==> src/rtl/audio_stream_source.sv <==
// Bit-serial audio packet source: CSR-fed sample FIFO feeding an MSB-first
// serializer with valid/ready flow control and zero-bubble back-to-back packets.
module audio_stream_source #(
  parameter int SAMPLE_WIDTH = 16,
  parameter int FIFO_AW      = 4
) (
  input  logic        iCLOCK,
  input  logic        iRESETn,
  input  logic [2:0]  iCSR_ADDRESS,
  input  logic        iCSR_READ,
  output logic [31:0] oCSR_READ_DATA,
  input  logic        iCSR_WRITE,
  input  logic [31:0] iCSR_WRITE_DATA,
  output logic        s_clock,
  output logic        s_data_valid,
  input  logic        s_ready,
  output logic        s_start_packet,
  output logic        s_end_packet,
  output logic        s_data
);
  localparam int DEPTH = 1 << FIFO_AW;
  localparam int IW    = (SAMPLE_WIDTH > 1) ? $clog2(SAMPLE_WIDTH) : 1;
  localparam logic [IW-1:0] IDX_MSB = IW'(SAMPLE_WIDTH - 1);

  typedef enum logic {S_IDLE, S_SHIFT} state_t;

  state_t                    state_q, state_d;
  logic [SAMPLE_WIDTH-1:0]   mem [DEPTH];
  logic [FIFO_AW-1:0]        wr_ptr, rd_ptr;
  logic [FIFO_AW:0]          level;
  logic [SAMPLE_WIDTH-1:0]   shift_q;
  logic [IW-1:0]             idx_q;
  logic                      en_q, ovf_q, und_q;
  logic [31:0]               sent_q, rd_mux;
  logic                      fifo_full, fifo_empty, flush, push_req, push, pop;
  logic                      shift_en, sent_inc, und_set, ovf_set, sts_wr;
  logic                      unused_wdata;

  assign s_clock      = iCLOCK;
  assign fifo_full    = (level == (FIFO_AW+1)'(DEPTH));
  assign fifo_empty   = (level == '0);
  assign flush        = iCSR_WRITE && (iCSR_ADDRESS == 3'd0) && iCSR_WRITE_DATA[1];
  assign sts_wr       = iCSR_WRITE && (iCSR_ADDRESS == 3'd1);
  assign push_req     = iCSR_WRITE && (iCSR_ADDRESS == 3'd2);
  // FULL is judged on the registered level, so a same-cycle pop never admits a push
  assign push         = push_req && !fifo_full && !flush;
  assign ovf_set      = push_req && fifo_full;
  assign unused_wdata = ^iCSR_WRITE_DATA;

  // Stream outputs decode directly from flops so reset clears them at once
  assign s_data_valid   = (state_q == S_SHIFT);
  assign s_data         = s_data_valid && shift_q[idx_q];
  assign s_start_packet = s_data_valid && (idx_q == IDX_MSB);
  assign s_end_packet   = s_data_valid && (idx_q == '0);

  always_ff @(posedge iCLOCK or negedge iRESETn)
    if (!iRESETn) state_q <= S_IDLE;
    else          state_q <= state_d;

  always_comb begin
    state_d  = state_q;
    pop      = 1'b0;
    shift_en = 1'b0;
    sent_inc = 1'b0;
    und_set  = 1'b0;
    case (state_q)
      S_IDLE:
        if (en_q && !fifo_empty) begin
          pop     = 1'b1;
          state_d = S_SHIFT;
        end
      S_SHIFT:
        if (s_ready) begin
          if (idx_q != '0) shift_en = 1'b1;
          else begin
            sent_inc = 1'b1;
            if (en_q && !fifo_empty) pop = 1'b1;
            else begin
              state_d = S_IDLE;
              und_set = en_q;
            end
          end
        end
      default: state_d = S_IDLE;
    endcase
  end

  always_ff @(posedge iCLOCK)
    if (push) mem[wr_ptr] <= iCSR_WRITE_DATA[SAMPLE_WIDTH-1:0];

  always_ff @(posedge iCLOCK or negedge iRESETn)
    if (!iRESETn) begin
      wr_ptr <= '0;
      rd_ptr <= '0;
      level  <= '0;
    end else if (flush) begin
      rd_ptr <= wr_ptr;
      level  <= '0;
    end else begin
      if (push) wr_ptr <= wr_ptr + 1'b1;
      if (pop)  rd_ptr <= rd_ptr + 1'b1;
      case ({push, pop})
        2'b10:   level <= level + 1'b1;
        2'b01:   level <= level - 1'b1;
        default: level <= level;
      endcase
    end

  always_ff @(posedge iCLOCK or negedge iRESETn)
    if (!iRESETn) begin
      shift_q <= '0;
      idx_q   <= '0;
    end else if (pop) begin
      shift_q <= mem[rd_ptr];
      idx_q   <= IDX_MSB;
    end else if (shift_en) begin
      idx_q   <= idx_q - 1'b1;
    end

  always_ff @(posedge iCLOCK or negedge iRESETn)
    if (!iRESETn) begin
      en_q   <= 1'b0;
      ovf_q  <= 1'b0;
      und_q  <= 1'b0;
      sent_q <= '0;
    end else begin
      if (iCSR_WRITE && (iCSR_ADDRESS == 3'd0)) en_q <= iCSR_WRITE_DATA[0];
      // a new event in the same cycle as a clear keeps the flag set
      ovf_q <= ovf_set | (ovf_q & ~(sts_wr & iCSR_WRITE_DATA[24]));
      und_q <= und_set | (und_q & ~(sts_wr & iCSR_WRITE_DATA[25]));
      if (sent_inc) sent_q <= sent_q + 32'd1;
    end

  always_comb begin
    rd_mux = '0;
    case (iCSR_ADDRESS)
      3'd0: rd_mux[0] = en_q;
      3'd1: begin
        rd_mux[FIFO_AW:0] = level;
        rd_mux[16]        = fifo_empty;
        rd_mux[17]        = fifo_full;
        rd_mux[24]        = ovf_q;
        rd_mux[25]        = und_q;
      end
      3'd3:    rd_mux = sent_q;
      3'd4:    rd_mux = 32'h0000_A5C0 | 32'(SAMPLE_WIDTH);
      default: rd_mux = '0;
    endcase
  end

  always_ff @(posedge iCLOCK or negedge iRESETn)
    if (!iRESETn)       oCSR_READ_DATA <= '0;
    else if (iCSR_READ) oCSR_READ_DATA <= rd_mux;

endmodule

==> config.mk <==
export PLATFORM = sky130hd
export DESIGN_NAME = audio_stream_source
export DESIGN_NICKNAME = d
export VERILOG_FILES = /design/src/rtl/audio_stream_source.sv
export SDC_FILE = /design/constraint.sdc
export NUM_CORES = 1
export LEC_CHECK = 0
export BUFFER_PORTS_ARGS = -buffer_cell sky130_fd_sc_hd__buf_2
export CAP_MARGIN = 0
export CORE_ASPECT_RATIO = 1.1
export CORE_MARGIN = 2
export CORE_UTILIZATION = 50
export CTS_CLUSTER_SIZE = 14
export DETAILED_ROUTE_END_ITERATION = 12
export GPL_ROUTABILITY_DRIVEN = 0
export PLACE_DENSITY = 0.65
export SYNTH_ARGS = -nofsm -noshare
export SYNTH_HDL_FRONTEND = slang
export SYNTH_SLANG_ARGS = --single-unit
==> constraint.sdc <==
create_clock -name iCLOCK -period 3.9 [get_ports iCLOCK]
set_input_delay 0 -clock iCLOCK [delete_from_list [all_inputs] [get_ports iCLOCK]]
set_output_delay 0 -clock iCLOCK [all_outputs]
set_load 0.1 [all_outputs]
==> summary.md <==
| Metric | Value |
|---|---|
| Status | finished, final reports clean |
| Post-Synth XOR/XNOR Area | 0.0248 |
| Row count | 65 |
| First-pass GRT wire length | 47600 um |
| Power, Total | 11.0 mW |
| Cell count after synthesis | 879 |
| Ratio of cells with drive above 1 in the final layout | 0.237 |
| Clk_skew | 0.0202 ns |
| Post-synthesis compound-gate area fraction | 0.0557 |
| Crit-path max FO | 7 |
| Syn avg cell area | 16.5 um^2 |
| Crit-path leading delay family | simple AND/OR/NAND/NOR gates |
| Fin. Hold Viols | 0 |
| Largest net degree at the start of global routing | 74 |
| Net Sw Frac | 0.304 |
| Hpwl dp | 18200 um |
| Vias in the first global route | 8292 |
| Setup TNS Final | 0 ns |
| Placeable Area | 28600 um^2 |
| Worst EP required | 4.40 ns |
| Async SR Flop Fraction | 0.283 |
| Congestion Overflow GR | 0 |
| Crit Path Class | register to register |
| Gate power share | 0.243 |
| Internal cell power | 7.64 mW |
| Synth warn | 0 |
| WL/cell | 21.9 um |
| TritonRoute pass-1 iters | 6 |
| Die width | 166 um |
| Commonest cells in the netlist | edfxtp_1, dfrtp_1, mux4_2 |
| Largest family of logic cells by synthesized area | multiplexers |
| DRT iter0 DRCs | 691 |
| F_max | 0.357 GHz |
| Initial Util | 0.506 |
| Max_slew headroom | 0.281 |
| Final setup fails | 0 |
| Die area | 30400 um^2 |
| Reg-to-Reg Start | idx_q[0] |
| Power per Cell Area | 648 nW/um^2 |
| Fin crit share | 0.719 |
| Synth Area in Simple Gates | 0.0666 |
| Largest cells by area after synthesis | edfxtp_1, dfrtp_1, mux4_2 |
| Min-Delay Path Class | input port to async pin |
| CP max stage delay | 0.56 ns |
| Layout fillers | 2189 |
| Clock Latency Late Sink | 0.64 ns |
| CP max stage cell | dfrtp_1 |
| Crit. End Element | register |
| Drc violations | 0 |
| Synth area leader | edfxtp_1 |
| Post-Syn Nets | 930 |
| DR vias/cell | 5.73 |
| Unrepaired setup endpoints after global routing | no |
| IO buf count | 62 |
| Post-CTS setup buffers | 0 |
| Die Y | 183 um |
| Final slew viol count | 0 |
| Crit-path most repeated cell | ha_1 |
| CTS tree | yes |
| LEAKAGE | 6.19 nW |
| Crit path launch | idx_q[0] |
| WP data arrival | 3.31 ns |
| I/O pin count | 77 |
| Layout area overhead | 16.8% |
| Most instantiated library cell after synthesis | edfxtp_1 |
| Crit start category | register |
| Clock power share | 0.330 |
| Mux contribution to synthesized area | 0.115 |
| Initial antenna violation count | 0 |
| Shortest period the worst path allows | 2.80 ns |
| Net Switching | 3.33 mW |
| Post-Synthesis Cell Area | 14500 um^2 |
| Worst-Margin Slew | 1.07 ns |
| Unique masters post-synth | 57 |
| Peak VDD IR | 0.585 mV |
| Synth Area in Adders | 0.00950 |
| Worst path bufs/invs | 1 |
| Drt total wl | 30400 um |
| Yosys reg bits | 357 |
| Top FF cell, synth | edfxtp_1 |
| Post-synth EDFFs | 256 |
| Final ANT Viol Nets | 0 |
| Synth top area share | 0.530 |
| # diodes | 0 |
| Post-synthesis sequential area ratio | 0.705 |
| Flop pwr share | 0.427 |
| Fin nets | 1046 |
| Worst hold slack | 0.0477 ns |
| Global-route usage over all layers | 0.206 |
| Final core utilization | 0.591 |
| Post-CTS Resized | 0 |
| MaxCap Viol Count | 0 |
| Clock transition at path regs | 0.06 ns |
| CP Cell Sequence | inv_1 > ha_1 > and4bb_2 > o221ai_4 > nor2_1 > xor2_1 > ha_1 > o31a_1 > nor4_1 > a2111o_1 > nand3_1 |
| Via count | 7957 |
metal layers:
metal / global-route usage / share of wire / wire, um
met1: 0.267 / 0.41 / 12600
met2: 0.359 / 0.51 / 15600
met3: 0.0327 / 0.047 / 1420
met4: 0.0683 / 0.025 / 771
met5: 0 / 0 / 0
through the flow:
| step | instance area, um^2 | setup slack, ns | cells |
|---|---|---|---|
| finish | 16900 | 1.10 | 1389 |
| global route | 16900 | 0.830 | 1389 |
| CTS | 16900 | 1.08 | 1389 |
| detailed placement | 15400 | 1.12 | 1293 |
| floorplan | 14500 | 0.902 | 879 |
| global placement | 15400 | 1.13 | 1293 |
cells by family (layout without fill, tap and decap cells):
kind of cell	count (synthesis)	count (layout)
DFF	357	357
xor gates and xnor gates	41	41
AOI/OAI and AO/OA	121	121
and+or+nand+nor	184	184
muxes	80	80
buffers and inverters	85	227
adders and majority gates	11	11
registers in the layout, indices dropped and copies added, names as in the netlist:
signal,cells
shift_q,16
oCSR_READ_DATA,32
ovf_q,1
idx_q,4
sent_q,32
wr_ptr,4
rd_ptr,4
en_q,1
s_data_valid,1
level,5
mem,256
und_q,1
path summary, 6_finish.rpt:
check / slack [ns] / cells past startpoint / endpoint
max in group asynchronous: 2.86 / 3 / idx_q[1]
min in group iCLOCK: 0.15 / 5 / rd_ptr[0]
max: 1.10 / 11 / level[4]
max reg2reg: 1.10 / 11 / level[4]
min: 0.05 / 2 / oCSR_READ_DATA[19]
min reg2reg: 0.48 / 1 / sent_q[31]
power by group through the flow:
| stage | logic (mW) | registers (mW) | clock network, mW |
|---|---|---|---|
| after detailed placement | 2.66 | 4.77 | 0.0903 |
| after global routing | 2.89 | 4.74 | 3.85 |
| after CTS | 2.70 | 4.69 | 3.70 |
| after floorplan | 2.00 | 4.67 | 0.0968 |
| after global placement | 2.64 | 4.76 | 0.0903 |
| final | 2.67 | 4.68 | 3.62 |
cells in the final DEF (no fill, tap or decap), types with 5 or more instances in the layout:
cell | Yosys | final
o22ai_1 | 8 | 8
xor2_1 | 19 | 19
a21oi_1 | 21 | 21
nand2_1 | 67 | 67
nand4_1 | 12 | 12
nand3_1 | 9 | 9
buf_12 | 0 | 5
ha_1 | 11 | 11
clkbuf_16 | 0 | 39
inv_1 | 41 | 41
nor4_1 | 6 | 6
a22o_1 | 17 | 17
and2_1 | 6 | 6
o21ai_0 | 39 | 39
dlygate4sd3_1 | 0 | 29
xnor2_1 | 22 | 22
a31oi_1 | 5 | 5
nor2_1 | 41 | 32
mux4_2 | 68 | 68
a221oi_1 | 17 | 17
nor3_1 | 15 | 11
dfrtp_1 | 101 | 99
nor2_2 | 0 | 9
edfxtp_1 | 256 | 256
mux2i_1 | 7 | 7
clkbuf_1 | 25 | 12
buf_2 | 12 | 61
buf_4 | 1 | 24
layout make-up:
class                      instances  area (um^2)  share of cell area
clock inverter                    15          190              0.0112
tap                              368          460              0.0272
timing repair buffer             118          871              0.0514
multi-input combinational        437         4000               0.236
clock buffer                      53         1040              0.0614
sequential                       357        10200               0.604
inverter                          41          154             0.00909
worst register-to-register path, stage by stage (launching register included):
cell and delay (ns):
dfrtp_1 0.56, inv_1 0.15, ha_1 0.25, and4bb_2 0.28
o221ai_4 0.18, nor2_1 0.09, xor2_1 0.15, ha_1 0.25
o31a_1 0.25, nor4_1 0.29, a2111o_1 0.17, nand3_1 0.06
timing repair:
action | 4_1_cts | 5_1_grt
hold buffers | 29 | 0
setup endpoints to repair | 0 | 0
hold endpoints to repair | 379 | 0
(Power assumes the default switching activity.)
